File: src/rtl/spi_pkg.sv
// Shared definitions for the SPI master arbiter: FSM encoding, default
// parameter values and a small width helper.
package spi_pkg;

    localparam int DEF_NUM_REQ     = 3;
    localparam int DEF_DATA_W      = 16;
    localparam int DEF_TIMEOUT_CYC = 4096;

    typedef enum logic [1:0] {
        ST_IDLE   = 2'd0,
        ST_LAUNCH = 2'd1,
        ST_WAIT   = 2'd2,
        ST_FINISH = 2'd3
    } state_t;

    function automatic int idx_width(input int n);
        return (n > 1) ? $clog2(n) : 1;
    endfunction

endpackage

File: src/rtl/rr_arbiter.sv
// Round-robin winner select: the search starts one past last_served and
// wraps, returning a one-hot winner (all zero when nothing is requested).
module rr_arbiter
    import spi_pkg::*;
#(
    parameter int NUM_REQ = DEF_NUM_REQ,
    parameter int IDX_W   = idx_width(DEF_NUM_REQ)
)(
    input  logic [NUM_REQ-1:0] req,
    input  logic [IDX_W-1:0]   last_served,
    output logic [NUM_REQ-1:0] winner
);

    logic found_s;
    logic hit_s;

    // Walk candidates in rotated priority order; first active request wins.
    always_comb begin
        winner  = '0;
        found_s = 1'b0;
        hit_s   = 1'b0;
        for (int k = 1; k <= NUM_REQ; k++) begin
            for (int j = 0; j < NUM_REQ; j++) begin
                hit_s = !found_s && req[j] &&
                        ((int'(last_served) + k == j) ||
                         (int'(last_served) + k == j + NUM_REQ));
                winner[j] = winner[j] | hit_s;
                found_s   = found_s | hit_s;
            end
        end
    end

endmodule

File: src/rtl/spi_arbiter.sv
// Shares one spi_master among NUM_REQ requesters: round-robin grant, one
// start pulse per transfer, timeout watchdog and a registered result per done.
module spi_arbiter
    import spi_pkg::*;
#(
    parameter int NUM_REQ     = DEF_NUM_REQ,
    parameter int DATA_W      = DEF_DATA_W,
    parameter int TIMEOUT_CYC = DEF_TIMEOUT_CYC
)(
    input  logic                      sys_clk,
    input  logic                      sys_rst_n,
    input  logic [NUM_REQ-1:0]        req,
    input  logic [2*NUM_REQ-1:0]      req_mode,
    input  logic [DATA_W*NUM_REQ-1:0] req_sdata,
    output logic [NUM_REQ-1:0]        grant,
    output logic [NUM_REQ-1:0]        done,
    output logic                      err,
    output logic [DATA_W-1:0]         rdata,
    output logic                      busy,
    output logic                      spi_en,
    output logic [1:0]                spi_mode,
    output logic [DATA_W-1:0]         spi_sdata,
    input  logic [DATA_W-1:0]         spi_rdata,
    input  logic                      spi_done
);

    localparam int IDX_W = idx_width(NUM_REQ);
    localparam int CNT_W = idx_width(TIMEOUT_CYC);
    // The counter is 0 in the first WAIT cycle, so giving up when it is about
    // to reach TIMEOUT_CYC-1 puts done exactly TIMEOUT_CYC cycles after spi_en.
    localparam logic [CNT_W-1:0] CNT_LIMIT = CNT_W'(TIMEOUT_CYC - 2);
    localparam logic [CNT_W-1:0] CNT_ONE   = CNT_W'(1);
    localparam logic [IDX_W-1:0] LAST_RST  = IDX_W'(NUM_REQ - 1);

    state_t               state_r, state_s;
    logic [NUM_REQ-1:0]   winner_s;
    logic [IDX_W-1:0]     win_idx_s;
    logic [1:0]           win_mode_s;
    logic [DATA_W-1:0]    win_sdata_s;
    logic [IDX_W-1:0]     owner_r, owner_s;
    logic [IDX_W-1:0]     last_r, last_s;
    logic [CNT_W-1:0]     cnt_r, cnt_s;
    logic                 timeout_s;
    logic [NUM_REQ-1:0]   grant_r, grant_s;
    logic [NUM_REQ-1:0]   done_r, done_s;
    logic                 err_r, err_s;
    logic [DATA_W-1:0]    rdata_r, rdata_s;
    logic                 busy_r;
    logic                 spi_en_r, spi_en_s;
    logic [1:0]           spi_mode_r, spi_mode_s;
    logic [DATA_W-1:0]    spi_sdata_r, spi_sdata_s;

    rr_arbiter #(
        .NUM_REQ (NUM_REQ),
        .IDX_W   (IDX_W)
    ) u_rr (
        .req         (req),
        .last_served (last_r),
        .winner      (winner_s)
    );

    assign timeout_s = (cnt_r == CNT_LIMIT);

    // Encode the one-hot winner and pick its mode/data slices.
    always_comb begin
        win_idx_s   = '0;
        win_mode_s  = '0;
        win_sdata_s = '0;
        for (int i = 0; i < NUM_REQ; i++) begin
            win_idx_s   = win_idx_s | (winner_s[i] ? IDX_W'(i) : '0);
            win_mode_s  = win_mode_s | ({2{winner_s[i]}} & req_mode[2*i +: 2]);
            win_sdata_s = win_sdata_s | ({DATA_W{winner_s[i]}} & req_sdata[DATA_W*i +: DATA_W]);
        end
    end

    // State register.
    always_ff @(posedge sys_clk or negedge sys_rst_n) begin
        if (!sys_rst_n) begin
            state_r <= ST_IDLE;
        end else begin
            state_r <= state_s;
        end
    end

    // Next-state logic.
    always_comb begin
        state_s = state_r;
        case (state_r)
            ST_IDLE: begin
                if (|req) begin
                    state_s = ST_LAUNCH;
                end else begin
                    state_s = ST_IDLE;
                end
            end
            ST_LAUNCH: state_s = ST_WAIT;
            ST_WAIT: begin
                if (spi_done || timeout_s) begin
                    state_s = ST_FINISH;
                end else begin
                    state_s = ST_WAIT;
                end
            end
            ST_FINISH: state_s = ST_IDLE;
            default:   state_s = ST_IDLE;
        endcase
    end

    // Next values of the registered outputs and datapath.
    always_comb begin
        grant_s     = grant_r;
        done_s      = '0;
        err_s       = 1'b0;
        rdata_s     = rdata_r;
        spi_en_s    = 1'b0;
        spi_mode_s  = spi_mode_r;
        spi_sdata_s = spi_sdata_r;
        cnt_s       = cnt_r;
        owner_s     = owner_r;
        last_s      = last_r;
        case (state_r)
            ST_IDLE: begin
                if (|req) begin
                    grant_s     = winner_s;
                    owner_s     = win_idx_s;
                    spi_mode_s  = win_mode_s;
                    spi_sdata_s = win_sdata_s;
                    spi_en_s    = 1'b1;
                end else begin
                    grant_s = '0;
                end
            end
            ST_LAUNCH: cnt_s = '0;
            ST_WAIT: begin
                // A real completion beats a timeout landing in the same cycle.
                if (spi_done) begin
                    rdata_s = spi_rdata;
                    done_s  = grant_r;
                end else if (timeout_s) begin
                    rdata_s = '0;
                    done_s  = grant_r;
                    err_s   = 1'b1;
                end else begin
                    cnt_s = cnt_r + CNT_ONE;
                end
            end
            ST_FINISH: begin
                grant_s = '0;
                last_s  = owner_r;
            end
            default: begin
                grant_s = '0;
            end
        endcase
    end

    // Output and datapath registers.
    always_ff @(posedge sys_clk or negedge sys_rst_n) begin
        if (!sys_rst_n) begin
            grant_r     <= '0;
            done_r      <= '0;
            err_r       <= 1'b0;
            rdata_r     <= '0;
            busy_r      <= 1'b0;
            spi_en_r    <= 1'b0;
            spi_mode_r  <= 2'b00;
            spi_sdata_r <= '0;
            cnt_r       <= '0;
            owner_r     <= '0;
            last_r      <= LAST_RST;
        end else begin
            grant_r     <= grant_s;
            done_r      <= done_s;
            err_r       <= err_s;
            rdata_r     <= rdata_s;
            busy_r      <= (state_s != ST_IDLE);
            spi_en_r    <= spi_en_s;
            spi_mode_r  <= spi_mode_s;
            spi_sdata_r <= spi_sdata_s;
            cnt_r       <= cnt_s;
            owner_r     <= owner_s;
            last_r      <= last_s;
        end
    end

    assign grant     = grant_r;
    assign done      = done_r;
    assign err       = err_r;
    assign rdata     = rdata_r;
    assign busy      = busy_r;
    assign spi_en    = spi_en_r;
    assign spi_mode  = spi_mode_r;
    assign spi_sdata = spi_sdata_r;

endmodule
File: config.mk
export PLATFORM = sky130hd
export DESIGN_NAME = spi_arbiter
export DESIGN_NICKNAME = d
export VERILOG_FILES = /design/src/rtl/spi_pkg.sv /design/src/rtl/rr_arbiter.sv /design/src/rtl/spi_arbiter.sv
export SDC_FILE = /design/constraint.sdc
export NUM_CORES = 1
export LEC_CHECK = 0
export ABC_AREA = 1
export CORE_MARGIN = 3
export CORE_UTILIZATION = 49
export CTS_CLUSTER_SIZE = 30
export DETAILED_ROUTE_END_ITERATION = 8
export GPL_ROUTABILITY_DRIVEN = 0
export GPL_TIMING_DRIVEN = 0
export PLACE_DENSITY = 0.87
export SLEW_MARGIN = 10
export SYNTH_ARGS = -nofsm -noshare
export SYNTH_HDL_FRONTEND = slang
export SYNTH_SLANG_ARGS = --single-unit
File: constraint.sdc
create_clock -name sys_clk -period 4.26 [get_ports sys_clk]
set_input_delay 0.852 -clock sys_clk [delete_from_list [all_inputs] [get_ports sys_clk]]
set_output_delay 0.852 -clock sys_clk [all_outputs]
set_load 0.05 [all_outputs]
==> qor.csv <==
metric,value,unit
status,finished clean,
syn_nets,503,
initial DRC count,134,
final number of setup-violating endpoints,0,
H-tree depth,3,
Slowest cell on crit path,clkdlybuf4s50_1,
Post-synth EDFFs,0,
"Largest stage delay, worst path",830,ps
endpoint class of the critical path,primary output,
Post-CTS Hold Fix Bufs,0,
Yosys reg bits,61,
clock sink total,61,
crit-path cells,clkdlybuf4s50_1,
Cells after Synth,418,
Max-Cap Viols,0,
post-CTS sizing,0,
# diodes,0,
Layout area overhead,44.55,%
HPWL after DPL,7003,µm
slew at the pin with the worst max-slew slack,781.9,ps
top-area cell type share of the netlist area,45.27,%
FILL cells,494,
total track usage,24.32,%
gate family responsible for the most delay along the worst path,buffers and inverters,
WP data arrival,1540,ps
clock skew,6.426,ps
Pint,1.933,mW
worst-skew pair later-pin latency,340,ps
Logic pwr share,61.0,%
maximum vdd drop,0.0005419,V
first-pass GRT wire length,14730,µm
worst setup path start,rdata[15],
final period utilization,56.15,%
total wire length,9371,µm
Setup TNS,0,ps
GRT overflow,0,
post-place setup slack,1677,ps
Yosys warnings,0,
worst hold start,rdata[0],
maximum number of pins on one net before global-route repair,62,
CP Buf/Inv Count,1,
synth unique cells,33,
initial antenna violation count,0,
"Seq/Total Area, Yosys",46.06,%
vias in the first global route,3180,
die width,88.28,µm
Worst Setup Start Kind,register,
area of the multi-input gates,1563,µm²
Pleak,2.225,nW
power per cell area,800.3,nW/µm²
Worst Slack Setup Final,1868,ps
Synth Flop Type,dfrtp_1,
Flop pwr share,24.3,%
num ports,119,
Total Nets Final,631,
CTS buffer count,9,
Starting Density,51.36,%
clock tree buffer depth,2,
row count,29,
fin crit period,2392,ps
"top cells by area, synth","dfrtp_1, nand2_1, nand3_1",
IO Port Bufs,117,
CTS tree,built,
Fmax achieved,0.4180,GHz
worst r2r dst,spi_mode[0],
post-CTS setup buffer count,0,
Synth async-reset ratio,100.0,%
R2R Path Start,last_r[1],
cell depth of the worst hold path,2,
Slew headroom,47.88,%
Clk network pwr share,14.7,%
Post-DRT Antenna Nets,0,
worst reg2reg path depth,13,
fraction of layout instances using a drive strength above 1,13.09,%
RSZ-0062 raised after global routing,no,
NetSw,1.904,mW
# DRC,0,
die height,88.28,µm
worst hold path endpoint,rdata[0],
router iterations before antenna repair,5,
Root Buffer,clkbuf_8,
Mapped Avg Cell Area,7.935,µm²
vias per cell,5.191,
Clock transition at path regs,70,ps
vias post-DR,3255,
Sw Share,49.62,%
Final Hold Viols,0,
Hold Path Class,reg -> reg,
critical setup path kind,reg -> out,
Synth area leader,dfrtp_1,
area of the core,6459,µm²
wire per inst,14.95,µm
CP max FO,2,
die area,7792,µm²
FF+latch area,1528,µm²
Mapped Area,3317,µm²
max-slew violations,0,
R2R setup slack,2160,ps
worst path required time,3410,ps
[power by group through the flow]
stage	clock network (mW)	registers, mW	logic (mW)
2_1_floorplan	0	1.56	0.968
3_3_place_gp	0	0.932	2.27
3_5_place_dp	0	0.943	2.34
4_1_cts	0.572	0.934	2.35
5_1_grt	0.596	0.955	2.53
6_report	0.564	0.934	2.34
[placed cells by master, fill, tap and decap left out, types with 3 or more instances in the layout]
cell type,count
buf_2,8
or2_2,13
clkinv_2,3
inv_1,29
clkdlybuf4s50_1,116
nor2_1,16
o21ai_0,10
a21oi_2,9
nand2_1,148
nor3_1,4
clkbuf_8,10
ha_1,9
o21ai_2,7
or2_0,6
nand4_1,11
nor2_2,4
a21oi_1,12
nand3_1,47
clkbuf_1,6
dfrtp_1,60
[final cells by class]
cell class | instances | share of cell area (%)
inverters | 31 | 2.479
plain buffers | 18 | 2.244
clock buffers | 10 | 2.871
well taps | 77 | 2.009
repair buffers | 117 | 24.37
multi-input cells | 308 | 32.59
flip-flops and latches | 61 | 31.86
clock inverters | 5 | 1.566
[stage by stage]
step | std cells | total power [mW] | area [µm²] | hold slack, ps | utilization (%)
after CTS | 627 | 3.860 | 4795 | 483.9 | 74.23
after floorplan | 418 | 2.530 | 3317 | 449.3 | -
after detailed placement | 612 | 3.281 | 4582 | 464.6 | 70.94
after global routing | 627 | 4.085 | 4795 | 502.5 | 74.23
after global placement | 612 | 3.205 | 4584 | 453.6 | 70.98
final | 627 | 3.837 | 4795 | 482.5 | 74.23
[flip-flops by register name, indices dropped and copies added (netlist names), 3 cells and up]
signal,count
rdata,16
grant,3
done,3
spi_sdata,16
cnt_r,12
[cells in the mapped netlist, types with 2 or more instances]
master      n
a21oi_2     9
inv_1      29
nor2_2      4
o21ai_2     7
nor3_1      4
nand2_4     2
nand2_2     2
a21oi_1    12
buf_2       8
buf_6       2
nand4_1    11
nand3_1    47
or2_0       6
nor2_1     16
ha_1        9
nand2_1   148
clkbuf_1    6
o21ai_0    10
or2_2      13
dfrtp_1    60
[metal layers]
metal | part of all wire [%] | GRT usage, % | up-vias
li1 | - | - | 1595
met1 | 41 | 30.28 | 1512
met2 | 48 | 42.08 | 134
met3 | 8.9 | 5.400 | 14
met4 | 1.6 | 7.830 | 0
met5 | 0 | 0 | -
[cells by family after synthesis]
group,Yosys count,synth area share [%]
simple gates,255,34.33
flops,61,46.06
buf+inv,49,6.827
compound gates,43,9.129
fa+ha+maj,9,3.395
xor+xnor,1,0.2641
[worst max-delay path by stage]
stage / end / slack (ps) / cells after the start
after floorplan: spi_mode[0] / 2440 / 13
after global placement: spi_sdata[4] / 350 / 1
after detailed placement: spi_mode[0] / 1680 / 11
after CTS: rdata[15] / 1860 / 1
after global routing: spi_sdata[9] / 1840 / 9
final: rdata[15] / 1870 / 1
Note: power is estimated with default switching activity, not from simulation.
